===== src/rtl/mp_add_pkg.sv =====
// Shared types and sizing helpers for the multi-precision add/subtract sequencer.
package mp_add_pkg;

    typedef enum logic [1:0] {
        IDLE = 2'd0,
        RUN  = 2'd1,
        DONE = 2'd2
    } state_t;

    // Word-index counter width: $clog2(words), but never narrower than one bit.
    function automatic int idx_width(input int words);
        return (words > 1) ? $clog2(words) : 1;
    endfunction

endpackage


===== src/rtl/adder_n.sv =====
// Plain N-bit ripple adder with carry in/out; the shared word datapath of mp_add_seq.
module adder_n #(
    parameter int N = 8
) (
    input  logic [N-1:0] a,
    input  logic [N-1:0] b,
    input  logic         cin,
    output logic [N-1:0] sum,
    output logic         cout
);

    assign {cout, sum} = {1'b0, a} + {1'b0, b} + {{N{1'b0}}, cin};

endmodule


===== src/rtl/mp_add_seq.sv =====
// Multi-precision add/subtract: one BITS-wide adder reused over WORDS cycles.
// Optional signed-overflow output rsp_ovf is built when MP_ADD_OVF_EN is defined.
module mp_add_seq
    import mp_add_pkg::*;
#(
    parameter int BITS  = 8,
    parameter int WORDS = 4,
    localparam int W    = BITS * WORDS
) (
    input  logic         clk,
    input  logic         rst,
    input  logic         req_valid,
    output logic         req_ready,
    input  logic [W-1:0] req_a,
    input  logic [W-1:0] req_b,
    input  logic         req_sub,
    output logic         rsp_valid,
    input  logic         rsp_ready,
    output logic [W-1:0] rsp_sum,
    output logic         rsp_cout
`ifdef MP_ADD_OVF_EN
    ,
    output logic         rsp_ovf
`endif
);

    // Handshake: a transfer happens on a rising edge where valid && ready.
    // req_ready is high only in IDLE; rsp_valid is high only in DONE, and the
    // response stays unchanged until the edge where rsp_ready is seen.

    localparam int             IW   = idx_width(WORDS);
    localparam logic [IW-1:0]  LAST = IW'(WORDS - 1);

    state_t          state;
    logic [IW-1:0]   idx;
    logic            carry;
    logic [W-1:0]    op_a;
    logic [W-1:0]    op_b;
    logic [W-1:0]    res;
    logic            ready_q;
    logic            valid_q;

    logic [BITS-1:0] a_word;
    logic [BITS-1:0] b_word;
    logic [BITS-1:0] sum_word;
    logic            cout_word;

    assign a_word = op_a[BITS*int'(idx) +: BITS];
    assign b_word = op_b[BITS*int'(idx) +: BITS];

    adder_n #(
        .N    (BITS)
    ) u_adder (
        .a    (a_word),
        .b    (b_word),
        .cin  (carry),
        .sum  (sum_word),
        .cout (cout_word)
    );

`ifdef MP_ADD_OVF_EN
    logic ovf_q;
    logic msb_cin;

    // Carry into the top bit recovered from its operand and sum bits.
    assign msb_cin = a_word[BITS-1] ^ b_word[BITS-1] ^ sum_word[BITS-1];
    assign rsp_ovf = ovf_q;
`endif

    always_ff @(posedge clk) begin
        if (rst) begin
            state   <= IDLE;
            idx     <= '0;
            carry   <= 1'b0;
            op_a    <= '0;
            op_b    <= '0;
            res     <= '0;
            ready_q <= 1'b1;
            valid_q <= 1'b0;
`ifdef MP_ADD_OVF_EN
            ovf_q   <= 1'b0;
`endif
        end else begin
            case (state)
                IDLE: begin
                    if (req_valid) begin
                        op_a    <= req_a;
                        op_b    <= req_sub ? ~req_b : req_b;
                        carry   <= req_sub;
                        idx     <= '0;
                        ready_q <= 1'b0;
                        state   <= RUN;
                    end
                end
                RUN: begin
                    res[BITS*int'(idx) +: BITS] <= sum_word;
                    carry <= cout_word;
                    if (idx == LAST) begin
                        valid_q <= 1'b1;
                        state   <= DONE;
`ifdef MP_ADD_OVF_EN
                        ovf_q   <= msb_cin ^ cout_word;
`endif
                    end else begin
                        idx <= idx + IW'(1);
                    end
                end
                DONE: begin
                    if (rsp_ready) begin
                        valid_q <= 1'b0;
                        ready_q <= 1'b1;
                        state   <= IDLE;
                    end
                end
                default: begin
                    state   <= IDLE;
                    ready_q <= 1'b1;
                    valid_q <= 1'b0;
                end
            endcase
        end
    end

    assign req_ready = ready_q;
    assign rsp_valid = valid_q;
    assign rsp_sum   = res;
    assign rsp_cout  = carry;

endmodule


===== config.mk =====
export PLATFORM = sky130hd
export DESIGN_NAME = mp_add_seq
export DESIGN_NICKNAME = d
export VERILOG_FILES = /design/src/rtl/mp_add_pkg.sv /design/src/rtl/adder_n.sv /design/src/rtl/mp_add_seq.sv
export SDC_FILE = /design/constraint.sdc
export NUM_CORES = 1
export LEC_CHECK = 0
export ABC_CLOCK_PERIOD_IN_PS = 7100
export CAP_MARGIN = 0
export CORE_AREA = 2 2 106 108
export CTS_CLUSTER_DIAMETER = 60
export DETAILED_ROUTE_END_ITERATION = 6
export DIE_AREA = 0 0 108 110
export GPL_ROUTABILITY_DRIVEN = 0
export GPL_TIMING_DRIVEN = 0
export PLACE_DENSITY = 0.75
export SYNTH_ARGS = -nofsm -noshare
export SYNTH_HDL_FRONTEND = slang
export SYNTH_HIERARCHICAL = 1
export SYNTH_SLANG_ARGS = --single-unit

===== constraint.sdc =====
create_clock -name clk -period 7.1 [get_ports clk]
set_input_delay 0.71 -clock clk [delete_from_list [all_inputs] [get_ports clk]]
set_output_delay 0.71 -clock clk [all_outputs]
set_load 0.02 [all_outputs]

* Word level (Yosys, flattened, before mapping)
Index checks and enable logic that the tools add are counted.
** Cells by class
- Reduce and logical (&&, ||, !) cells :: 8
- Add/sub/neg operators :: 4
- Equal/unequal tests :: 7
- Multiplexer cells :: 17
- Bitwise operators :: 3
- Shifts and indexed selects :: 4
** Operator list (number)
- 32-bit by 6-bit variable part select with 8-bit output :: 2
- 5-bit negator with 33-bit output :: 1
- 8-bit by 33-bit variable shift with 32-bit output (first input constant) :: 1
- 8-bit by 33-bit variable part select with 32-bit output :: 1
- 32-bit bitwise mux :: 1
- 32-bit 2-to-1 mux :: 1
- 32-bit inverter :: 1
- 3-bit AND reduction :: 4
- 2-bit 2-to-1 mux :: 5
- 8-bit by 8-bit adder with 9-bit output :: 1
- 9-bit by 1-bit adder with 9-bit output :: 1
- 2-bit != test (second input constant) :: 4
- 1-bit one-hot mux with 3 select lines :: 2
- 2-bit one-hot mux with 3 select lines :: 1
- 1-bit 2-to-1 mux :: 5
- 2-bit equality test (second input constant) :: 2
- 2-bit one-hot mux with 2 select lines :: 1
- 2-bit AND reduction :: 2
- 2-bit by 1-bit adder with 2-bit output (second input constant) :: 1
- 2-bit by 1-bit equality test with 1-bit output (second input constant) :: 1
- 2-bit zero test :: 1
- 1-bit inverter :: 2
- 1-bit one-hot mux with 2 select lines :: 1
- 2-bit nonzero test :: 1
** Word-level totals
- Output and inout port bits :: 35
- Bits of input ports :: 69
- Register bits after elaboration :: 103

* Logic depth before layout (Yosys ltp)
Gate-level depths: netlist of the first run.
- Depth in word-level cells :: 5
- Depth in mapped cells :: 11
- Depth with buffers taken out :: 9

* Hierarchy
Netlist of the first run, hierarchy kept.
** By module, submodules not included
- mp_add_seq :: cells each 444, instances 1, area an instance 4384.2 um^2
- adder_n :: cells each 42, instances 1, area an instance 331.6 um^2

* Least setup slack after synthesis of the first run
Ideal clock, no wire load.
- Path type :: flip-flop to flip-flop
- Start point :: register idx[1]
- End point :: register res[28], in the netlist rsp_sum[28]
- Stages on the path, launching flop included :: 12
- Data required time :: 7.030 ns
- Arrival time :: 3.190 ns
- Period minus slack after synthesis :: 3.260 ns
- Slack :: 3.840 ns
- Path through :: dfxtp_1 clkbuf_1 clkbuf_1 mux4_2 fa_1 fa_1 a21oi_1 o21bai_1 xor2_1 nor4bb_1 nand3_1 a21oi_1
** On the way
- Cells in the longest elaborated chain, start to end :: 5
- Elaborated cells on any way between the ends :: 8
- Classes of those cells :: 3 x add/sub; 4 x shift; 1 x mux
** Ends and longest elaborated chain
- start, declared :: line mp_add_seq.sv:35 : logic [IW-1:0] idx;
- start signal, assigned :: line mp_add_seq.sv:105 : idx <= idx + IW'(1);
- 32-bit by 6-bit variable part select with 8-bit output :: line mp_add_seq.sv:48 : assign a_word = op_a[BITS*int'(idx) +: BITS];
- via a_word[0] :: line mp_add_seq.sv:43 : logic [BITS-1:0] a_word;
- 8-bit by 8-bit adder with 9-bit output :: line adder_n.sv:12 : assign {cout, sum} = {1'b0, a} + {1'b0, b} + {{N{1'b0}}, cin};
- 9-bit by 1-bit adder with 9-bit output :: line adder_n.sv:12
- via sum_word[4] :: line mp_add_seq.sv:45 : logic [BITS-1:0] sum_word;
- 8-bit by 33-bit variable part select with 32-bit output :: line mp_add_seq.sv:96 : res[BITS*int'(idx) +: BITS] <= sum_word;
- 32-bit bitwise mux :: line mp_add_seq.sv:96
- end signal, assigned by index :: line mp_add_seq.sv:96
- end, declared :: line mp_add_seq.sv:39 : logic [W-1:0] res;
The timed path passes the listed nets, and every way through them passes these cells.
A chain may end at the register's enable or synchronous reset.

* Worst setup path after layout of the first run
Same ends and word-level chain as after synthesis.

==> results of run 1 <==
[worst paths after layout]
check                start           to  slack (ps)  depth (start not counted)
setup reg to reg    idx[1]  rsp_sum[28]        3060                         11
hold / removal    op_a[23]     op_a[23]         460                          2
setup / recovery    idx[1]  rsp_sum[28]        3060                         11
hold reg to reg   op_a[23]     op_a[23]         460                          2
[flip-flops by register name, indices dropped and copies added, names as in the netlist]
register,flops
rsp_valid,1
rsp_sum,32
req_ready,1
rsp_cout,1
op_b,32
idx,2
op_a,32
state,2
[area by class of cell]
class | instances | area (um2) | share of cell area [%]
well taps | 140 | 175 | 2.86
clock buffers | 10 | 138 | 2.24
inverters | 8 | 30.0 | 0.490
plain buffers | 37 | 159 | 2.59
repair buffers | 102 | 1020 | 16.6
multi-input cells | 338 | 2460 | 40.2
flip-flops and latches | 103 | 2060 | 33.6
clock inverters | 5 | 82.6 | 1.35
[kinds of logic (layout without fill, tap and decap cells)]
group	after synthesis	count (layout)	share of synthesized area, %
muxes	17	17	7.85
DFF	103	103	43.7
and+or+nand+nor	148	148	15.4
xor gates and xnor gates	36	36	6.69
buffers and inverters	45	162	4.01
adders and majority gates	15	15	4.30
AOI/OAI and AO/OA	122	122	18.0
[cells in the mapped netlist (all sizes together) (2+ instances only)]
cell,n
a211oi,33
a21o,2
a21oi,44
a22o,14
a311o,2
a31o,8
a32o,8
buf,17
clkbuf,20
dfxtp,103
fa,2
ha,13
inv,8
mux4,16
nand2,71
nand2b,4
nand3,4
nand3b,2
nor2,38
nor2b,3
nor3,6
nor3b,9
nor4,3
o21ai,5
or3b,2
xnor2,34
xor2,2
[metrics by stage]
step	instance area [um2]	hold slack (ps)	setup WS, ps	cells
final	6130	458	3060	743
after global routing	6130	475	2840	743
after detailed placement	5910	445	3090	728
after global placement	5910	441	3110	728
after floorplan	4720	433	3840	486
after CTS	6130	459	3050	743
[report_power, final]
part / leakage (uW) / switching, uW / internal, uW
clock network: 0.000112 / 195 / 207
registers: 0.000844 / 19.6 / 611
logic: 0.00129 / 147 / 122
[per-layer routing]
layer | vias up | GRT usage, % | wire length [um] | part of all wire (%)
li1 | 1961 | - | - | -
met1 | 1908 | 25.5 | 5270 | 43
met2 | 148 | 38.3 | 6110 | 50
met3 | 25 | 3.00 | 670 | 5.4
met4 | 0 | 8.24 | 273 | 2.2
met5 | - | 0 | 0 | 0
[worst register-to-register path: cells and delay by family (launching register included)]
| kind | cells | cell delay, ps |
|---|---|---|
| buf+inv | 2 | 1020 |
| fa+ha+maj | 2 | 890 |
| compound gates | 3 | 470 |
| mux | 1 | 450 |
| simple gates | 2 | 430 |
| flops | 1 | 390 |
| xor+xnor | 1 | 330 |
==> impl_results.rst, run 1 <==
.. list-table::
   :header-rows: 1

   * - Metric
     - Value
   * - Filler Cell Count
     - 938
   * - Number of vias after detailed routing
     - 4042
   * - Die X
     - 108 um
   * - Number of remaining DRC errors
     - 0
   * - Post-layout util
     - 57.3%
   * - Peak Freq
     - 248 MHz
   * - First-pass GRT wire length
     - 19500 um
   * - Number of global-route vias before repair
     - 3981
   * - Count of flip-flops with a built-in enable after synthesis
     - 0
   * - # clock sinks
     - 103
   * - Result of the run
     - complete, no violations
   * - Antenna violations before repair
     - 0
   * - Final routed wirelength across all metal layers
     - 12300 um
   * - Final Max Tran Viols
     - 0
   * - Critical-path cell with the highest stage delay
     - sky130_fd_sc_hd__clkbuf_1
   * - Ys Warns
     - 6
   * - Number of buffers created by CTS
     - 9
   * - Post-route antenna net violation count
     - 0
   * - Area growth, synth to finish
     - 30.0%
   * - CTS hold repair buffers
     - 0
   * - Effective utilization at floorplan
     - 44.1%
   * - Synth Flop Type
     - sky130_fd_sc_hd__dfxtp_1
   * - Bufs on Longest Clock Path
     - 2
   * - CP peak stage delay
     - 570 ps
   * - Starting DRT DRC Count
     - 191
   * - Async set-or-reset flop fraction in the synthesized netlist
     - 0%
   * - Share of post-route cells with drive strength above 1
     - 10.4%
   * - Headroom to the max-slew limit
     - 55.6%
   * - Library cell occupying the most area in the post-synthesis netlist
     - sky130_fd_sc_hd__dfxtp_1
   * - CP startpoint kind
     - flip-flop
   * - Number of buffer cells added on primary ports
     - 102
   * - Top cells by area, synth
     - sky130_fd_sc_hd__dfxtp_1 (44%), sky130_fd_sc_hd__mux4_2 (7.6%), sky130_fd_sc_hd__xnor2_1 (6.3%), sky130_fd_sc_hd__nand2_1 (5.7%), sky130_fd_sc_hd__a211oi_1 (5.3%)
   * - Deepest level of the CTS H-tree
     - 3
   * - Syn Nets
     - 570
   * - Total power
     - 1300 uW
   * - Worst Skew
     - 16.5 ps
   * - Fin crit period
     - 4040 ps
   * - Number of antenna repair diodes
     - 0
   * - Critical path's top delay family
     - buffers and inverters
   * - Aggregate global routing overflow
     - 0
   * - Detailed Place HPWL
     - 9600 um
   * - Total Nets Final
     - 683
   * - I/O pin count
     - 104
   * - Most frequent cells in the layout
     - sky130_fd_sc_hd__dfxtp_1 (103), sky130_fd_sc_hd__clkdlybuf4s50_1 (102), sky130_fd_sc_hd__nand2_1 (71)
   * - Clk root buf
     - sky130_fd_sc_hd__clkbuf_8
   * - Crit Path Max Fanout
     - 10
   * - Floorplan die area
     - 11900 um2
   * - Share of the synthesized area in the top cell type
     - 43.7%
   * - Leak
     - 0.00225 uW
   * - Post-CTS Setup Inserts
     - 0
   * - Worst-path cell chain
     - clkbuf_1, clkbuf_1, mux4_2, fa_1, fa_1, a21oi_1, o21bai_1, xor2_1, nor4bb_1, nand3_1, a21oi_1
   * - Distinct cell type count of the synthesized netlist
     - 45
   * - Final hold vios
     - 0
   * - Number of gates given a new drive strength after cts
     - 0
   * - Peak supply drop
     - 0.000129 V
   * - Power density of the placed cells
     - 212 nW/um2
   * - Synth Register Bits
     - 103
   * - Maximum Capacitance Violations
     - 0
   * - Setup repair after global routing missed its margin
     - false
   * - Cell Area, Synth
     - 4720 um2
   * - Worst Path Class, Setup
     - reg2reg
   * - Sum of negative setup slack
     - 0 ps
   * - First-pass iteration count of the detailed router
     - 5
   * - Proportion of synthesized chip area in sequential cells
     - 43.7%
   * - Slew at the pin closest to its max-slew limit
     - 666 ps
   * - Most common library cell in the layout ignoring fill and taps
     - sky130_fd_sc_hd__dfxtp_1
   * - Post-route fraction of the period consumed by the critical path
     - 56.9%
   * - GRT Total Usage
     - 21.2%
   * - Core area
     - 10700 um2
   * - Worst-Skew Late Latency
     - 360 ps
   * - Cells after Synth
     - 486
   * - Required time of the critical path
     - 7390 ps
   * - Die span in y
     - 110 um
   * - Maximum number of pins on one net before global-route repair
     - 17
   * - CTS tree
     - built
   * - Number of buffers and inverters on the critical path
     - 2
   * - DR WL/cell
     - 16.6 um
   * - Number of vias per cell
     - 5.44
   * - Average instance area after synthesis
     - 9.70 um2
   * - Arrival time of data at the critical path endpoint
     - 4330 ps
   * - Type of destination of the critical path
     - flip-flop
   * - Clock transition time at the flip-flop clock pins of the worst setup and hold paths
     - 100 ps
   * - Final setup violation count
     - 0
   * - Std cell rows
     - 38
   * - Class of the most critical hold timing path
     - reg2reg
No activity file was read; power rests on OpenSTA's default activity.
==> run 2: changes to the inputs <==
--- a/config.mk
+++ b/config.mk
@@ -5,7 +5,7 @@
 export SDC_FILE = /design/constraint.sdc
 export NUM_CORES = 1
 export LEC_CHECK = 0
-export ABC_CLOCK_PERIOD_IN_PS = 7100
+export ABC_CLOCK_PERIOD_IN_PS = 4000
 export CAP_MARGIN = 0
 export CORE_AREA = 2 2 106 108
 export CTS_CLUSTER_DIAMETER = 60
==> constraint.sdc (replaced) <==
create_clock -name clk -period 4 [get_ports clk]
set_input_delay 0.4 -clock clk [delete_from_list [all_inputs] [get_ports clk]]
set_output_delay 0.4 -clock clk [all_outputs]
set_load 0.02 [all_outputs]
==> run 2 against run 1 <==
Critical path depth is 1 lower. Sequential share of layout area hardly changed. Global-route usage stayed put. Via count is 0.17% higher. Utilization hardly changed. Register-to-register slack worse by 2800 ps. Flip-flop and latch count stayed put. Final area hardly changed. Worst hold slack worse by 0.80 ps. Critical endpoint unchanged.
==> impl_results.rst, run 2 (synthesis results as in run 1) <==
.. list-table::
   :header-rows: 1

   * - Metric
     - Value
   * - CP peak stage delay
     - 590 ps (was 570 ps)
   * - I/O pin count
     - 104 (unchanged)
   * - Required time of the critical path
     - 4290 ps (was 7390 ps)
   * - Critical path's top delay family
     - adder cells (was buffers and inverters)
   * - Worst Path Class, Setup
     - reg2reg (unchanged)
   * - Bufs on Longest Clock Path
     - 2 (unchanged)
   * - DR WL/cell
     - 16.6 um (about the same)
   * - Number of buffer cells added on primary ports
     - 102 (unchanged)
   * - Worst hold slack
     - 457 ps (was 458 ps)
   * - Class of the most critical hold timing path
     - reg2reg (unchanged)
   * - Number of vias per cell
     - 5.45 (was 5.44)
   * - Floorplan die area
     - 11900 um2 (unchanged)
   * - Maximum number of pins on one net before global-route repair
     - 17 (unchanged)
   * - Final Max Tran Viols
     - 0 (unchanged)
   * - Clk root buf
     - sky130_fd_sc_hd__clkbuf_8 (unchanged)
   * - Std cell rows
     - 38 (unchanged)
   * - Share of post-route cells with drive strength above 1
     - 10.8% (was 10.4%)
   * - Deepest level of the CTS H-tree
     - 3 (unchanged)
   * - CTS hold repair buffers
     - 0 (unchanged)
   * - Worst Skew
     - 16.8 ps (was 16.5 ps)
   * - Number of global-route vias before repair
     - 3981 (unchanged)
   * - Number of buffers created by CTS
     - 9 (unchanged)
   * - Final setup violation count
     - 0 (unchanged)
   * - Post-route fraction of the period consumed by the critical path
     - 92.6% (was 56.9%)
   * - # clock sinks
     - 103 (unchanged)
   * - Arrival time of data at the critical path endpoint
     - 4000 ps (was 4330 ps)
   * - Clock transition time at the flip-flop clock pins of the worst setup and hold paths
     - 100 ps (about the same)
   * - Antenna violations before repair
     - 0 (unchanged)
   * - Setup repair after global routing missed its margin
     - false (unchanged)
   * - Die span in y
     - 110 um (unchanged)
   * - Result of the run
     - complete, no violations (unchanged)
   * - Worst-Skew Late Latency
     - 370 ps (was 360 ps)
   * - Most frequent cells in the layout
     - sky130_fd_sc_hd__dfxtp_1 (103), sky130_fd_sc_hd__clkdlybuf4s50_1 (102), sky130_fd_sc_hd__nand2_1 (71) (unchanged)
   * - Leak
     - 0.00226 uW (was 0.00225 uW)
   * - CTS tree
     - built (unchanged)
   * - Most common library cell in the layout ignoring fill and taps
     - sky130_fd_sc_hd__dfxtp_1 (unchanged)
   * - Worst-path cell chain
     - buf_2, mux4_2, fa_1, fa_1, a21oi_1, o21bai_1, xor2_1, nor4bb_1, nand3_1, a21oi_1 (was clkbuf_1, clkbuf_1, mux4_2, fa_1, fa_1, a21oi_1, o21bai_1, xor2_1, nor4bb_1, nand3_1, a21oi_1)
   * - Number of remaining DRC errors
     - 0 (unchanged)
   * - Number of vias after detailed routing
     - 4049 (was 4042)
   * - Slew at the pin closest to its max-slew limit
     - 637 ps (was 666 ps)
   * - Post-layout util
     - 57.3% (about the same)
   * - Critical-path cell with the highest stage delay
     - sky130_fd_sc_hd__mux4_2 (was sky130_fd_sc_hd__clkbuf_1)
   * - Peak Freq
     - 270 MHz (was 248 MHz)
   * - GRT Total Usage
     - 21.2% (unchanged)
   * - Final hold vios
     - 0 (unchanged)
   * - Detailed Place HPWL
     - 9600 um (unchanged)
   * - Maximum Capacitance Violations
     - 0 (unchanged)
   * - Crit Path Max Fanout
     - 10 (unchanged)
   * - First-pass GRT wire length
     - 19500 um (unchanged)
   * - Power density of the placed cells
     - 377 nW/um2 (was 212 nW/um2)
   * - Number of antenna repair diodes
     - 0 (unchanged)
   * - Aggregate global routing overflow
     - 0 (unchanged)
   * - Effective utilization at floorplan
     - 44.1% (unchanged)
   * - Filler Cell Count
     - 940 (was 938)
   * - Number of buffers and inverters on the critical path
     - 1 (was 2)
   * - Post-route antenna net violation count
     - 0 (unchanged)
   * - CP startpoint kind
     - flip-flop (unchanged)
   * - Die X
     - 108 um (unchanged)
   * - Area growth, synth to finish
     - 30.1% (was 30.0%)
   * - Type of destination of the critical path
     - flip-flop (unchanged)
   * - Starting DRT DRC Count
     - 195 (was 191)
   * - First-pass iteration count of the detailed router
     - 4 (was 5)
   * - Final routed wirelength across all metal layers
     - 12300 um (about the same)
   * - Fin crit period
     - 3700 ps (was 4040 ps)
   * - Peak supply drop
     - 0.000230 V (was 0.000129 V)
   * - Core area
     - 10700 um2 (unchanged)
   * - Total Nets Final
     - 683 (unchanged)
   * - Headroom to the max-slew limit
     - 57.5% (was 55.6%)
-- run 2: what timing repair did --
| action | CTS | global route |
|---|---|---|
| resized for setup | 1 | 2 |
| setup endpoints to repair | 1 | 1 |
| setup buffers | 0 | 0 |
-- run 2: cell type report --
| cell class | instances | area (um2) | area share (%) |
|---|---|---|---|
| clock inverter | 5 | 82.6 | 1.35 |
| sequential | 103 | 2060 | 33.6 |
| multi-input combinational | 338 | 2460 | 40.2 |
| buffer | 37 | 161 | 2.63 |
| inverter | 8 | 30.0 | 0.489 |
| timing repair buffer | 102 | 1020 | 16.6 |
| clock buffer | 10 | 138 | 2.24 |
| tap | 140 | 175 | 2.86 |
-- run 2: stage by stage --
stage          power (uW)  cells  TNS, ps  setup WS (ps)  area, um2
2_1_floorplan        1430    486        0            740       4720
3_3_place_gp         1600    728        0           10.4       5910
3_5_place_dp         1610    728    -11.9          -11.9       5910
4_1_cts              2310    743        0            177       6130
5_1_grt              2390    743        0           43.8       6130
6_report             2310    743        0            297       6130
-- run 2: path summary, 6_finish.rpt --
check / from / to / slack [ps] / cells past startpoint
setup reg to reg: idx[0] / rsp_sum[28] / 300 / 10
setup / recovery: idx[0] / rsp_sum[28] / 300 / 10
hold / removal: op_a[23] / op_a[23] / 460 / 2
hold reg to reg: op_a[23] / op_a[23] / 460 / 2
-- run 2: routing by layer --
| layer | up-vias | global-route usage (%) | part of all wire (%) |
|---|---|---|---|
| met2 | 146 | 38.3 | 50 |
| met3 | 26 | 3.00 | 5.8 |
| met5 | - | 0 | 0 |
| met1 | 1914 | 25.5 | 42 |
| met4 | 0 | 8.24 | 2.1 |
| li1 | 1963 | - | - |
-- run 2: power breakdown --
part / total (uW) / internal, uW / switching [uW]
sequential: 1120 / 1080 / 34.8
combinational: 476 / 216 / 260
clock: 718 / 367 / 351
total: 2310 / 1670 / 646
-- run 2: worst min-delay path: stages (launching register included) --
cell and delay (ps):
sky130_fd_sc_hd__dfxtp_1 320, sky130_fd_sc_hd__nand2_1 50, sky130_fd_sc_hd__a21oi_1 50
==> run 3: changes to the inputs <==
--- a/config.mk
+++ b/config.mk
@@ -14,6 +14,7 @@
 export GPL_ROUTABILITY_DRIVEN = 0
 export GPL_TIMING_DRIVEN = 0
 export PLACE_DENSITY = 0.75
+export REMOVE_ABC_BUFFERS = 1
 export SYNTH_ARGS = -nofsm -noshare
 export SYNTH_HDL_FRONTEND = slang
 export SYNTH_HIERARCHICAL = 1
==> run 3 against run 2 <==
Combinational power down 8.4%. Cell count down 4.3%. Total power down 1.9%. Sequential share of layout area up 0.51 points. Global-route usage down 3.6 points. Critical path depth down 1. First-iteration DRC count down 34%. Largest cell class unchanged. Largest power group unchanged. Highest routed layer unchanged.
==> impl_results.rst, run 3 (synthesis results as in run 1) <==
.. list-table::
   :header-rows: 1

   * - Metric
     - Value
   * - DR WL/cell
     - 14.5 um (was 16.6 um)
   * - Uppermost metal layer occupied by signal nets
     - met4 (unchanged)
   * - Die span in y
     - 110 um (unchanged)
   * - Starting DRT DRC Count
     - 129 (was 195)
   * - Number of vias after detailed routing
     - 3770 (was 4049)
   * - Clock share of power
     - 31.1% (was 31.0%)
   * - Power density of the placed cells
     - 375 nW/um2 (was 377 nW/um2)
   * - Placement Cell Area
     - 5840 um2 (was 5910 um2)
   * - First-pass GRT wire length
     - 16600 um (was 19500 um)
   * - Post-CTS Setup Inserts
     - 0 (unchanged)
   * - Net switching power figure
     - 604 uW (was 646 uW)
   * - Endpoint of the worst register-to-register path
     - rsp_sum[28] (unchanged)
   * - CP peak stage delay
     - 1010 ps (was 590 ps)
   * - Core area
     - 10700 um2 (unchanged)
   * - Number of gates given a new drive strength after cts
     - 0 (was 1)
   * - CTS hold repair buffers
     - 0 (unchanged)
   * - Final std cell area, no fill
     - 6050 um2 (was 6130 um2)
   * - Startpoint of the worst register-to-register path
     - idx[1] (was idx[0])
   * - Critical-path cell with the highest stage delay
     - sky130_fd_sc_hd__dfxtp_1 (was sky130_fd_sc_hd__mux4_2)
   * - Total power
     - 2270 uW (was 2310 uW)
   * - Peak supply drop
     - 0.000208 V (was 0.000230 V)
   * - Required time of the critical path
     - 4300 ps (was 4290 ps)
   * - Number of buffers created by CTS
     - 9 (unchanged)
   * - Final hold vios
     - 0 (unchanged)
   * - Most common library cell in the layout ignoring fill and taps
     - sky130_fd_sc_hd__dfxtp_1 (unchanged)
   * - Post-layout util
     - 56.6% (was 57.3%)
   * - Area growth, synth to finish
     - 28.4% (was 30.1%)
   * - Final routed wirelength across all metal layers
     - 10300 um (was 12300 um)
   * - Number of vias per cell
     - 5.30 (was 5.45)
   * - CP startpoint kind
     - flip-flop (unchanged)
   * - Number of stages on the worst hold path
     - 2 (unchanged)
   * - Clock transition time at the flip-flop clock pins of the worst setup and hold paths
     - 100 ps (about the same)
   * - Deepest level of the CTS H-tree
     - 3 (unchanged)
   * - Std cell rows
     - 38 (unchanged)
   * - Post-route antenna net violation count
     - 0 (unchanged)
   * - Die X
     - 108 um (unchanged)
   * - Detailed route wirelength on metal3
     - 541 um (was 712 um)
   * - GRT Total Usage
     - 17.6% (was 21.2%)
   * - I/O pin count
     - 104 (unchanged)
   * - Peak Freq
     - 270 MHz (about the same)
   * - Sw Ratio
     - 26.6% (was 27.9%)
   * - Headroom to the max-slew limit
     - 31.3% (was 57.5%)
   * - Combinational power share
     - 19.2% (was 20.6%)
   * - Crit Path Max Fanout
     - 20 (was 10)
   * - Class of the most critical hold timing path
     - reg2reg (unchanged)
   * - Effective utilization at floorplan
     - 44.1% (unchanged)
   * - Setup repair after global routing missed its margin
     - false (unchanged)
   * - Antenna violations before repair
     - 0 (unchanged)
   * - Total Nets Final
     - 651 (was 683)
   * - Most frequent cells in the layout
     - sky130_fd_sc_hd__dfxtp_1 (102), sky130_fd_sc_hd__clkdlybuf4s50_1 (101), sky130_fd_sc_hd__nand2_1 (71) (was sky130_fd_sc_hd__dfxtp_1 (103), sky130_fd_sc_hd__clkdlybuf4s50_1 (102), sky130_fd_sc_hd__nand2_1 (71))
   * - Worst-Skew Late Latency
     - 360 ps (was 370 ps)
   * - Result of the run
     - complete, no violations (unchanged)
   * - CTS tree
     - built (unchanged)
   * - Clk root buf
     - sky130_fd_sc_hd__clkbuf_8 (unchanged)
   * - Detailed-route wire length on metal 1
     - 4790 um (was 5220 um)
   * - Internal cell power
     - 1670 uW (about the same)
   * - Slack of the worst reg-to-reg path
     - 300 ps (about the same)
   * - Number of global-route vias before repair
     - 3578 (was 3981)
   * - Final setup violation count
     - 0 (unchanged)
   * - Aggregate global routing overflow
     - 0 (unchanged)
   * - Bufs on Longest Clock Path
     - 2 (unchanged)
   * - Startpoint of the most critical hold path
     - op_a[20] (was op_a[23])
   * - Worst-path cell chain
     - mux4_2, fa_1, fa_1, a21oi_1, o21bai_1, xor2_1, nor4bb_1, nand3_1, a21oi_1 (was buf_2, mux4_2, fa_1, fa_1, a21oi_1, o21bai_1, xor2_1, nor4bb_1, nand3_1, a21oi_1)
   * - Floorplan die area
     - 11900 um2 (unchanged)
   * - Leak
     - 0.00219 uW (was 0.00226 uW)
   * - Worst Skew
     - 13.9 ps (was 16.8 ps)
   * - Number of antenna repair diodes
     - 0 (unchanged)
   * - Number of buffer cells added on primary ports
     - 103 (was 102)
   * - First-pass iteration count of the detailed router
     - 4 (unchanged)
   * - Maximum number of pins on one net before global-route repair
     - 53 (was 17)
   * - Maximum Capacitance Violations
     - 0 (unchanged)
   * - # clock sinks
     - 103 (unchanged)
   * - Slew at the pin closest to its max-slew limit
     - 1030 ps (was 637 ps)
   * - DR WL met2
     - 4820 um (was 6110 um)
   * - Register-to-Register Path Depth
     - 9 (was 10)
   * - Type of destination of the critical path
     - flip-flop (unchanged)
   * - Post-route fraction of the period consumed by the critical path
     - 92.6% (about the same)
   * - End point of the most critical hold path
     - op_a[20] (was op_a[23])
   * - Part of the power in registers
     - 49.7% (was 48.4%)
   * - Number of remaining DRC errors
     - 0 (unchanged)
   * - Worst Path Class, Setup
     - reg2reg (unchanged)
   * - Final Max Tran Viols
     - 0 (unchanged)
   * - Share of post-route cells with drive strength above 1
     - 9.11% (was 10.8%)
   * - Fin crit period
     - 3700 ps (about the same)
   * - Worst hold slack
     - 455 ps (was 457 ps)
   * - Detailed Place HPWL
     - 7620 um (was 9600 um)
   * - Arrival time of data at the critical path endpoint
     - 4010 ps (was 4000 ps)
## run 3: changes by cell type in the layout (fill, tap and decap cells not counted), sizes merged
cell and change:
clkbuf -18, clkdlybuf4s50 -1, buf -11, clkinvlp +1
clkinv -3
## run 3: worst max path at each step
stage | start | endpoint | slack (ps)
floorplan | state[1] | op_b[0] | 370
global placement | req_valid | op_a[18] | -1130
detailed placement | idx[0] | rsp_sum[28] | 260
CTS | idx[0] | rsp_sum[28] | 230
global route | idx[1] | rsp_sum[28] | 50
finish | idx[1] | rsp_sum[28] | 300
## run 3: metal layers
layer  vias to the layer above  global-route usage [%]
met1                      1755                    22.6
met4                         0                    5.68
met5                         -                       0
met2                       104                    30.1
met3                        14                    3.35
li1                       1897                       -
## run 3: power by group through the flow
stage	Clock (uW)	Sequential, uW	Combinational, uW
finish	705	1130	436
global route	754	1140	480
CTS	715	1130	437
detailed placement	0	1150	436
global placement	0	1150	420
floorplan	0	1150	254
## run 3: area by class of cell
cell class	count	area, um2
flip-flops and latches	103	2070
repair buffers	107	1100
well taps	140	175
clock buffers	12	145
clock inverters	3	67.6
fillers	969	4640
inverters	8	30.0
multi-input cells	338	2470
## run 3: critical path, delay by kind of cell, from the launching register on
family,cells,cell delay (ps)
AOI/OAI and AO/OA,3,490
xor gates and xnor gates,1,330
adders and majority gates,2,900
DFF,1,1010
muxes,1,440
and+or+nand+nor,2,470
## run 3: per-stage QoR
| stage | TNS, ps | setup WS [ps] | instances |
|---|---|---|---|
| after floorplan | 0 | 375 | 449 |
| after global placement | -78580 | -1130 | 692 |
| after detailed placement | 0 | 260 | 696 |
| after CTS | 0 | 228 | 711 |
| after global routing | 0 | 47.5 | 711 |
| final | 0 | 296 | 711 |
